### src/rtl/tdm_demux4.sv
// tdm_demux4 -- four-channel time-division demultiplexer.
//
// A single serial lane carries repeating four-slot frames, slot 0 marked by
// a sync strobe. Slots 0..2 are captured into staging registers. The slot-3
// beat publishes all four channel words together on the same edge, so
// consumers never see a partially updated frame.
//
// Ports:
//   clk          rising-edge clock
//   rst_n        asynchronous active-low reset
//   din          serial data lane, one slot per accepted beat
//   din_valid    beat qualifier; din and sync are sampled only when high
//   sync         marks the current beat as slot 0 of a frame
//   ch0..ch3     channel words from the last complete frame
//   frame_valid  one-cycle pulse: ch0..ch3 have just been updated
//   locked       high while the framer is in LOCKED
//   slot         slot index expected on the next accepted beat
//   sync_err     one-cycle pulse on a framing violation
module tdm_demux4 #(
   parameter int W = 8
) (
   input  logic         clk,
   input  logic         rst_n,
   input  logic [W-1:0] din,
   input  logic         din_valid,
   input  logic         sync,
   output logic [W-1:0] ch0,
   output logic [W-1:0] ch1,
   output logic [W-1:0] ch2,
   output logic [W-1:0] ch3,
   output logic         frame_valid,
   output logic         locked,
   output logic [1:0]   slot,
   output logic         sync_err
);

   typedef enum logic {
      HUNT   = 1'b0,
      LOCKED = 1'b1
   } state_t;

   state_t       state_q, state_d;
   logic [1:0]   slot_q, slot_d;
   // Slot 3 is never staged: it is routed straight to ch3 on publish.
   logic [W-1:0] stg_q [3];
   logic [W-1:0] stg_d [3];
   logic [W-1:0] ch_q  [4];
   logic [W-1:0] ch_d  [4];
   logic         frame_valid_q, frame_valid_d;
   logic         sync_err_q, sync_err_d;

   always_ff @(posedge clk or negedge rst_n) begin
      if (!rst_n) begin
         state_q       <= HUNT;
         slot_q        <= 2'd0;
         frame_valid_q <= 1'b0;
         sync_err_q    <= 1'b0;
         for (int i = 0; i < 3; i++) stg_q[i] <= '0;
         for (int i = 0; i < 4; i++) ch_q[i]  <= '0;
      end else begin
         state_q       <= state_d;
         slot_q        <= slot_d;
         frame_valid_q <= frame_valid_d;
         sync_err_q    <= sync_err_d;
         for (int i = 0; i < 3; i++) stg_q[i] <= stg_d[i];
         for (int i = 0; i < 4; i++) ch_q[i]  <= ch_d[i];
      end
   end

   always_comb begin
      state_d       = state_q;
      slot_d        = slot_q;
      frame_valid_d = 1'b0;
      sync_err_d    = 1'b0;
      for (int i = 0; i < 3; i++) stg_d[i] = stg_q[i];
      for (int i = 0; i < 4; i++) ch_d[i]  = ch_q[i];

      if (din_valid) begin
         case (state_q)
            HUNT: begin
               // Non-sync beats while hunting are silently dropped.
               if (sync) begin
                  stg_d[0] = din;
                  slot_d   = 2'd1;
                  state_d  = LOCKED;
               end
            end

            LOCKED: begin
               if (sync) begin
                  // Sync anywhere but slot 0 is an early resync: flag it and
                  // restart the frame with this beat. Stale staging in slots
                  // 1..2 is overwritten before it can ever be published.
                  sync_err_d = (slot_q != 2'd0);
                  stg_d[0]   = din;
                  slot_d     = 2'd1;
               end else begin
                  case (slot_q)
                     2'd0: begin
                        // Expected a sync strobe here: framing is lost.
                        sync_err_d = 1'b1;
                        slot_d     = 2'd0;
                        state_d    = HUNT;
                     end
                     2'd1: begin
                        stg_d[1] = din;
                        slot_d   = 2'd2;
                     end
                     2'd2: begin
                        stg_d[2] = din;
                        slot_d   = 2'd3;
                     end
                     default: begin
                        // Slot 3 completes the frame: publish atomically.
                        ch_d[0]       = stg_q[0];
                        ch_d[1]       = stg_q[1];
                        ch_d[2]       = stg_q[2];
                        ch_d[3]       = din;
                        frame_valid_d = 1'b1;
                        slot_d        = 2'd0;
                     end
                  endcase
               end
            end

            default: begin
               state_d = HUNT;
               slot_d  = 2'd0;
            end
         endcase
      end
   end

   assign ch0         = ch_q[0];
   assign ch1         = ch_q[1];
   assign ch2         = ch_q[2];
   assign ch3         = ch_q[3];
   assign frame_valid = frame_valid_q;
   assign sync_err    = sync_err_q;
   assign locked      = (state_q == LOCKED);
   assign slot        = slot_q;

endmodule

### config.mk
export PLATFORM = sky130hd
export DESIGN_NAME = tdm_demux4
export DESIGN_NICKNAME = d
export VERILOG_FILES = /design/src/rtl/tdm_demux4.sv
export SDC_FILE = /design/constraint.sdc
export NUM_CORES = 1
export LEC_CHECK = 0
export CORE_MARGIN = 2
export CORE_UTILIZATION = 40
export CTS_CLUSTER_DIAMETER = 150
export DETAILED_ROUTE_END_ITERATION = 8
export SLEW_MARGIN = 0
export SYNTH_ARGS = -nofsm -noshare
export SYNTH_HDL_FRONTEND = slang
export SYNTH_SLANG_ARGS = --single-unit
### constraint.sdc
create_clock -name clk -period 2.6 [get_ports clk]
set_clock_uncertainty 0.15 [all_clocks]
set_input_delay 0.39 -clock clk [delete_from_list [all_inputs] [get_ports clk]]
set_output_delay 0.39 -clock clk [all_outputs]
set_load 0.02 [all_outputs]
==> results.json, run 1 <==
{
  "status": "finished, final reports clean",
  "critPathArrivalTime_ns": 2.29,
  "crit_type": "reg2reg",
  "postRouteAntennaNets": 0,
  "wl_met2_microns": 2090,
  "htreeDepth": 3,
  "avgSynthCellArea_sq_um": 17.3,
  "rsz0062_at_grt": "no",
  "top_layer": "met4",
  "fin_nets": 223,
  "drt-met1-wl_microns": 2210,
  "die_w_microns": 84.0,
  "max_clock_freq_mhz": 450,
  "rows": 29,
  "clkLatencyLatePin_ns": 0.34,
  "crit_fanout": 33,
  "root_buffer": "clkbuf_8",
  "grt_overflow": 0,
  "track_usage_pct": 14.3,
  "regToRegSetupSlack_ns": 0.38,
  "area_growth_pct": 30.1,
  "clk_pin_slew_worst_paths_ns": 0.06,
  "gp_congestion": 0.706,
  "die_area_sq_um": 7050,
  "power_mw": 4.09,
  "drive_gt1_share_pct": 38.1,
  "fp.dieH_microns": 84.0,
  "cp_num_buf_inv": 0,
  "final_core_util_pct": 53.0,
  "maxSlewHeadroom_pct": 45.2,
  "dpl.hpwl_microns": 3070,
  "cts_setup_buffers": 0,
  "grt_pass1_wl_microns": 7600,
  "tightest_slew_ns": 0.821,
  "cp_cell_sequence": "nand4b_4, mux2_4",
  "design_area_sq_um": 3330,
  "critPathCaptureType": "flop",
  "syn_inst": 148,
  "ys_warn_count": 0,
  "cts_tree": "yes",
  "instances_no_fill": 287,
  "synth-seq-area-share_pct": 59.7,
  "cp_slowest_cell": "nand4b_4",
  "initial_utilization_pct": 40.8,
  "ir_worst_vdd_v": 0.000533,
  "n_antenna_cell": 0,
  "fillCellCount": 519,
  "avgViaCountPerCell": 4.86,
  "holdPathStages": 1,
  "syn_nets": 166,
  "dp.cells": 270,
  "crit_required_ns": 2.66,
  "cts_inserted_buffers": 9,
  "multi_input_area_sq_um": 957,
  "critPathLaunchType": "flop",
  "worst_path_largest_cell_delay_ns": 0.74,
  "antenna_found_initial": 0,
  "finalCritPeriodShare_pct": 85.5,
  "drt_first_pass_iters": 2,
  "seq_area_sq_um": 1530,
  "clockBufferDepth": 2,
  "io_pins": 49,
  "setup-tns-final_ns": 0,
  "slew_violations": 0,
  "holdCritPathClass": "reg2reg",
  "maxCapViolations": 0,
  "postPlaceCellArea_sq_um": 3110,
  "route.vias.total": 1396,
  "path_depth": 2,
  "clock-sinks": 61,
  "grt_max_degree": 38,
  "met3_length_microns": 194,
  "io_buffer_count": 48,
  "cpLargestDelayFamily": "simple AND/OR/NAND/NOR gates",
  "finalCriticalPeriod_ns": 2.22,
  "hold_viol_final": 0,
  "rr_worst_depth": 2,
  "p_per_area_nw_per_um2": 1230,
  "grt_pass1_vias": 1490,
  "ys_types": 18,
  "setup_viol": 0,
  "p_leak_nw": 1.63,
  "routedWlPerCell_microns": 16.1,
  "netlist_area_sq_um": 2560,
  "drtIter0Drc": 27,
  "coreArea_sq_um": 6280,
  "drc_errors": 0,
  "wirelength_microns": 4630,
  "synth_seq_cells": 61
}
[power breakdown]
group | switching (mW) | total, mW | internal [mW]
clock | 0.364 | 0.904 | 0.539
combinational | 0.639 | 1.57 | 0.932
sequential | 0.262 | 1.61 | 1.35
[worst paths after layout]
kind | from | end
setup / recovery | locked | ch3[6]
hold / removal | stg_q[19] | ch0[3]
setup reg to reg | locked | ch3[6]
hold reg to reg | stg_q[19] | ch0[3]
max in group asynchronous | rst_n | stg_q[17]
min in group asynchronous | rst_n | frame_valid
[metrics by stage]
step | setup slack, ns | hold WS (ns)
final | 0.376 | 0.353
after global routing | 0.256 | 0.370
after CTS | 0.356 | 0.355
after detailed placement | 0.154 | 0.288
after global placement | 0.196 | 0.265
after floorplan | 0.952 | -0.0556
[repair_timing]
item,CTS,global route
hold endpoints to repair,24,0
resized for setup,0,0
setup endpoints to repair,0,0
hold buffers,1,0
[cells in the mapped netlist, drive strengths merged]
cell type  count  area share, %
ha             6            2.9
mux2          56             29
or3b           1           0.34
nand4b         3            2.8
a21oi          1           0.20
dfrtp         61             60
o221ai         1           0.34
nand2          2           0.39
inv            4           0.59
nor4bb         1           0.39
nor2           2           0.29
a31oi          1           0.24
nor3           2           0.39
nand3          1           0.20
buf            6            2.3
[per-layer routing]
metal / up-vias / track usage (%)
met5: - / 0
met4: 0 / 9.24
met3: 11 / 3.17
met2: 38 / 20.7
met1: 709 / 19.3
li1: 638 / -
[cell families after synthesis]
| family | Yosys count | synth area share [%] |
|---|---|---|
| multiplexers | 56 | 28.9 |
| adder cells (fa/ha/maj) | 6 | 2.93 |
| buffers and inverters | 10 | 2.93 |
| flip-flops | 61 | 59.7 |
| AND/OR/NAND/NOR | 12 | 4.79 |
| AO/OA/AOI/OAI | 3 | 0.782 |
[final cells by class]
| type | instances | area share (%) |
|---|---|---|
| inverters | 4 | 0.451 |
| clock buffers | 10 | 3.83 |
| clock inverters | 6 | 2.59 |
| flip-flops and latches | 61 | 45.8 |
| repair buffers | 52 | 15.6 |
| well taps | 77 | 2.89 |
| multi-input cells | 77 | 28.7 |
[registers in the layout, indices dropped and copies added (netlist names)]
register / count
sync_err: 1
slot: 2
frame_valid: 1
stg_q: 24
ch1: 8
ch0: 8
locked: 1
ch3: 8
ch2: 8
[cell usage in the layout (no fill, tap or decap), drive strengths merged]
master and count:
nor4bb 1, o221ai 1, dlygate4sd3 1, inv 5, clkdlybuf4s50 47, nor2 2, a21oi 1, a31oi 1
bufinv 2, nand2 2, mux2 56, ha 6, nand3 1, clkbuf 10, nand4b 3, buf 4
nor3 2, or3b 1, clkinvlp 1, clkinv 2, dfrtp 61
Power figures use the tool's default switching activity.
==> run 2, diff against run 1 <==
- CORE_UTILIZATION: 40 -> 46
- PLACE_DENSITY: unset -> 0.75
- clock period: 2.6 -> 1.81 ns (I/O delays scaled with it)
==> run 2 against run 1 <==
Sequential cell count unchanged. Clock power up 37%. Utilization up 9.1 points. Sequential share of layout area down 0.66 points. Sequential power up 42%. Largest power group is now combinational cells. Combinational power up 48%. Highest routed layer unchanged. Non-clock buffer count up 3. Global-route usage up 2.9 points. Final cell count down 1.0%. Worst setup slack worse by 0.31 ns. Register-to-register slack worse by 0.21 ns. Critical endpoint is now ch0[5]. First-iteration DRC count up 130%.
==> results.json, run 2 (synthesis results as in run 1) <==
{
  "setup-tns-final_ns": 0,
  "layout_commonest_cell": "dfrtp_1",
  "cts_inserted_buffers": 9,
  "root_buffer": "clkbuf_8",
  "critPathArrivalTime_ns": 1.32,
  "area_growth_pct": 32.0,
  "holdCritPathClass": "in2async",
  "drt_first_pass_iters": 4,
  "busiest_layer": "met2",
  "ir_worst_vdd_v": 0.000860,
  "setup_viol": 0,
  "drtIter0Drc": 62,
  "fp.dieH_microns": 78.6,
  "rows": 27,
  "crit_fanout": 2,
  "tightest_slew_ns": 0.309,
  "rsz0062_at_grt": "no",
  "antenna_found_initial": 0,
  "cts_setup_buffers": 0,
  "n_antenna_cell": 0,
  "grt_max_degree": 62,
  "max_clock_freq_mhz": 573,
  "fillCellCount": 403,
  "io_buffer_count": 48,
  "initial_utilization_pct": 47.0,
  "multi_input_area_sq_um": 957,
  "grt_pass1_wl_microns": 7880,
  "status": "finished, final reports clean",
  "grtUsageMet3_pct": 4.60,
  "clkLatencyLatePin_ns": 0.33,
  "largest_reg_flops": 24,
  "wirelength_microns": 4670,
  "crit_type": "reg2out",
  "cp_cell_sequence": "clkdlybuf4s50_1",
  "postRouteAntennaNets": 0,
  "crit_required_ns": 1.39,
  "fin_nets": 226,
  "cp_slowest_cell": "clkdlybuf4s50_1",
  "place_ws_ns": -0.0602,
  "gp_congestion": 0.741,
  "grt_util_met1_pct": 22.4,
  "route.vias.total": 1394,
  "setup_ws_ns": 0.0637,
  "grt_pass1_vias": 1515,
  "drive_gt1_share_pct": 39.2,
  "clock-sinks": 61,
  "finalCriticalPeriod_ns": 1.75,
  "routedWlPerCell_microns": 16.5,
  "htreeDepth": 3,
  "largest-register": "stg_q",
  "io_pins": 49,
  "finalCritPeriodShare_pct": 96.5,
  "cp_num_buf_inv": 1,
  "cpLargestDelayFamily": "buffers and inverters",
  "clockBufferDepth": 2,
  "coreArea_sq_um": 5440,
  "seq_area_sq_um": 1530,
  "p_leak_nw": 1.66,
  "hold_viol_final": 0,
  "drc_errors": 0,
  "dpl.hpwl_microns": 3230,
  "critPathCaptureType": "output port",
  "track_usage_pct": 17.2,
  "worst_path_largest_cell_delay_ns": 0.62,
  "maxSlewHeadroom_pct": 79.4,
  "p_per_area_nw_per_um2": 1730,
  "maxCapViolations": 0,
  "critPathLaunchType": "flop",
  "avgViaCountPerCell": 4.91,
  "cts_tree": "yes",
  "clk_pin_slew_worst_paths_ns": 0.07,
  "die_w_microns": 78.6,
  "final_cell_mix": "dfrtp_1, clkdlybuf4s50_1, mux2_4",
  "grt_overflow": 0,
  "slew_violations": 0,
  "die_area_sq_um": 6170,
  "met2_usage_pct": 26.6
}
[run 2: path summary, 6_finish.rpt]
check	from	to	slack [ns]	cells after the start
max	ch0[5]	ch0[5]	0.06	1
min	rst_n	ch3[0]	0.34	3
max reg2reg	slot[0]	ch0[3]	0.17	4
min reg2reg	stg_q[9]	stg_q[9]	0.35	1
max in group asynchronous	rst_n	stg_q[4]	0.92	3
min in group clk	stg_q[9]	stg_q[9]	0.35	1
[run 2: layout make-up]
class                      count  share of cell area (%)
sequential                    61                    45.2
multi-input combinational     77                    28.3
timing repair buffer          55                    17.2
clock buffer                  12                    4.89
tap                           72                    2.67
clock inverter                 3                    1.30
inverter                       4                   0.444
[run 2: power by group]
| group | internal, mW | leakage (nW) | switching [mW] |
|---|---|---|---|
| clock network | 0.741 | 0.108 | 0.500 |
| logic | 1.35 | 0.802 | 0.977 |
| registers | 1.94 | 0.754 | 0.347 |
[run 2: per-stage QoR]
step	cells	hold WS (ns)	total power, mW	util [%]	instance area [sq um]
floorplan	148	-0.174	3.62	-	2560
global placement	268	0.148	4.56	58.1	3160
detailed placement	268	0.152	4.68	58.1	3160
CTS	284	0.347	5.93	62.1	3380
global route	284	0.358	6.18	62.1	3380
finish	284	0.342	5.86	62.1	3380
[run 2: what timing repair did]
action / in CTS / in global routing
hold buffers: 1 / 0
setup endpoints to repair: 2 / 1
gates resized for setup: 2 / 1
hold endpoints to repair: 61 / 0
[run 2: routing by layer]
metal	part of all wire, %	up-vias
li1	-	640
met1	43	708
met2	51	37
met3	3.8	9
met4	1.7	0
met5	0	-
==> run 3, diff against run 2 <==
- ABC_CLOCK_PERIOD_IN_PS: unset -> 1810
- CELL_PAD_IN_SITES_DETAIL_PLACEMENT: unset -> 1
- CELL_PAD_IN_SITES_GLOBAL_PLACEMENT: unset -> 1
- CORE_UTILIZATION: 46 -> 39
- PLACE_DENSITY: 0.75 -> 0.81
==> run 3 against run 2 <==
Critical path depth unchanged. Routed wire length grew 7.6%. Critical endpoint is now ch0[1]. Total power up 1.6%. Die area up 17%. First-iteration DRC count is 18% lower. Sequential share of layout area decreased by 0.40 points. Largest power group is now registers. Sequential power about the same.
==> results.json, run 3 (synthesis results as in run 1) <==
{
  "critPathLaunchType": "flop",
  "die_w_microns": 85,
  "critPathCaptureType": "output port",
  "crit_required_ns": 1.39,
  "layout_commonest_cell": "dfrtp_1",
  "maxCapViolations": 0,
  "worst_path_largest_cell_delay_ns": 0.62,
  "fp.dieH_microns": 85,
  "dpl.hpwl_microns": 3630,
  "ir_worst_vdd_v": 0.000983,
  "critPathArrivalTime_ns": 1.32,
  "rows": 29,
  "finalCritPeriodShare_pct": 96.0,
  "io_buffer_count": 48,
  "slew_violations": 0,
  "root_buffer": "clkbuf_8",
  "drt_first_pass_iters": 4,
  "max_clock_freq_mhz": 576,
  "maxSlewHeadroom_pct": 61.8,
  "fin_nets": 229,
  "cp_slowest_cell": "clkdlybuf4s50_1",
  "antenna_found_initial": 0,
  "wirelength_microns": 5030,
  "clkLatencyLatePin_ns": 0.33,
  "holdCritPathClass": "in2async",
  "avgViaCountPerCell": 4.90,
  "largest-register": "stg_q",
  "setup_ws_ns": 0.0729,
  "p_per_area_nw_per_um2": 1750,
  "cp_cell_sequence": "clkdlybuf4s50_1",
  "drive_gt1_share_pct": 40.3,
  "met2_usage_pct": 24.0,
  "setup_viol": 0,
  "cpLargestDelayFamily": "buffers and inverters",
  "cts_inserted_buffers": 9,
  "crit_type": "reg2out",
  "final_core_util_pct": 53.7,
  "status": "finished, final reports clean",
  "grt_overflow": 0,
  "area_growth_pct": 33.2,
  "grt_max_degree": 27,
  "cts_tree": "yes",
  "die_area_sq_um": 7230,
  "tightest_slew_ns": 0.573,
  "grt_util_met1_pct": 20.1,
  "place_ws_ns": -0.0430,
  "cp_num_buf_inv": 1,
  "dp.cells": 276,
  "grt_pass1_vias": 1622,
  "io_pins": 49,
  "drc_errors": 0,
  "route.vias.total": 1437,
  "final_cell_mix": "dfrtp_1, clkdlybuf4s50_1, mux2_4",
  "htreeDepth": 3,
  "largest_reg_flops": 24,
  "grt_pass1_wl_microns": 8430,
  "clock-sinks": 61,
  "clk_pin_slew_worst_paths_ns": 0.07,
  "postRouteAntennaNets": 0,
  "grtUsageMet3_pct": 5.93,
  "busiest_layer": "met2",
  "coreArea_sq_um": 6350,
  "initial_utilization_pct": 40.3,
  "p_leak_nw": 1.69,
  "crit_fanout": 2,
  "rsz0062_at_grt": "no",
  "cts_setup_buffers": 0,
  "instances_no_fill": 293,
  "gp_congestion": 0.751,
  "finalCriticalPeriod_ns": 1.74,
  "drtIter0Drc": 51,
  "track_usage_pct": 15.5,
  "clockBufferDepth": 2,
  "routedWlPerCell_microns": 17.2,
  "n_antenna_cell": 0,
  "hold_viol_final": 0
}
run 3: cell types whose count changed in the layout (fill, tap and decap cells not counted), sizes merged:
cell / delta
buf: +3
bufinv: +1
clkbuf: -2
clkdlybuf4s50: -1
clkinv: +1
clkinvlp: +1
dlygate4sd2: +1
run 3: worst register-to-register path: cells and delay by family (launching register included):
| family | cells | cell delay (ns) |
|---|---|---|
| flops | 1 | 0.44 |
| mux | 1 | 0.32 |
| fa+ha+maj | 1 | 0.26 |
| buf+inv | 1 | 0.22 |
| simple gates | 1 | 0.15 |
run 3: area by class of cell:
cell class                      count  area, sq um
Timing Repair Buffer               58          589
Clock buffer                       10          138
Clock inverter                      6         86.3
Inverter                            4         15.0
Sequential cell                    61         1530
Tap cell                           77         96.3
Fill cell                         608         2940
Multi-Input combinational cell     77          957
run 3: through the flow:
stage	hold WS, ns	setup TNS, ns	area, sq um	total power [mW]
5_1_grt	0.349	0	3410	6.27
3_3_place_gp	0.135	-0.0692	3180	4.59
6_report	0.315	0	3410	5.95
3_5_place_dp	0.146	-0.394	3180	4.69
2_1_floorplan	-0.174	0	2560	3.62
4_1_cts	0.317	0	3410	6.04
run 3: path summary, 6_finish.rpt:
| kind | start | end | slack, ns | cells after the start |
|---|---|---|---|---|
| max in group asynchronous | rst_n | ch0[5] | 0.59 | 3 |
| worst max-delay path | ch0[1] | ch0[1] | 0.07 | 1 |
| worst min-delay path | rst_n | ch1[5] | 0.31 | 2 |
| worst max register to register | slot[0] | ch1[1] | 0.16 | 4 |
| worst min register to register | stg_q[11] | ch1[3] | 0.35 | 1 |
| min in group clk | stg_q[11] | ch1[3] | 0.35 | 1 |
run 3: where the power goes:
group / switching [mW] / total (mW) / internal [mW] / leakage (nW)
clock: 0.536 / 1.35 / 0.810 / 0.112
sequential: 0.365 / 2.31 / 1.94 / 0.754
combinational: 0.955 / 2.30 / 1.34 / 0.823
run 3: what timing repair did:
action / in CTS / in global routing
pin swaps: 0 / 0
setup endpoints to repair: 3 / 1
gates resized for setup: 3 / 1
hold buffers: 1 / 0
hold endpoints to repair: 22 / 0
run 3: routing by layer:
metal | routed length (microns) | up-vias | share of wire, %
met5 | 0 | - | 0
met1 | 2250 | 736 | 45
li1 | - | 650 | -
met3 | 249 | 7 | 4.9
met4 | 66 | 0 | 1.3
met2 | 2460 | 44 | 49
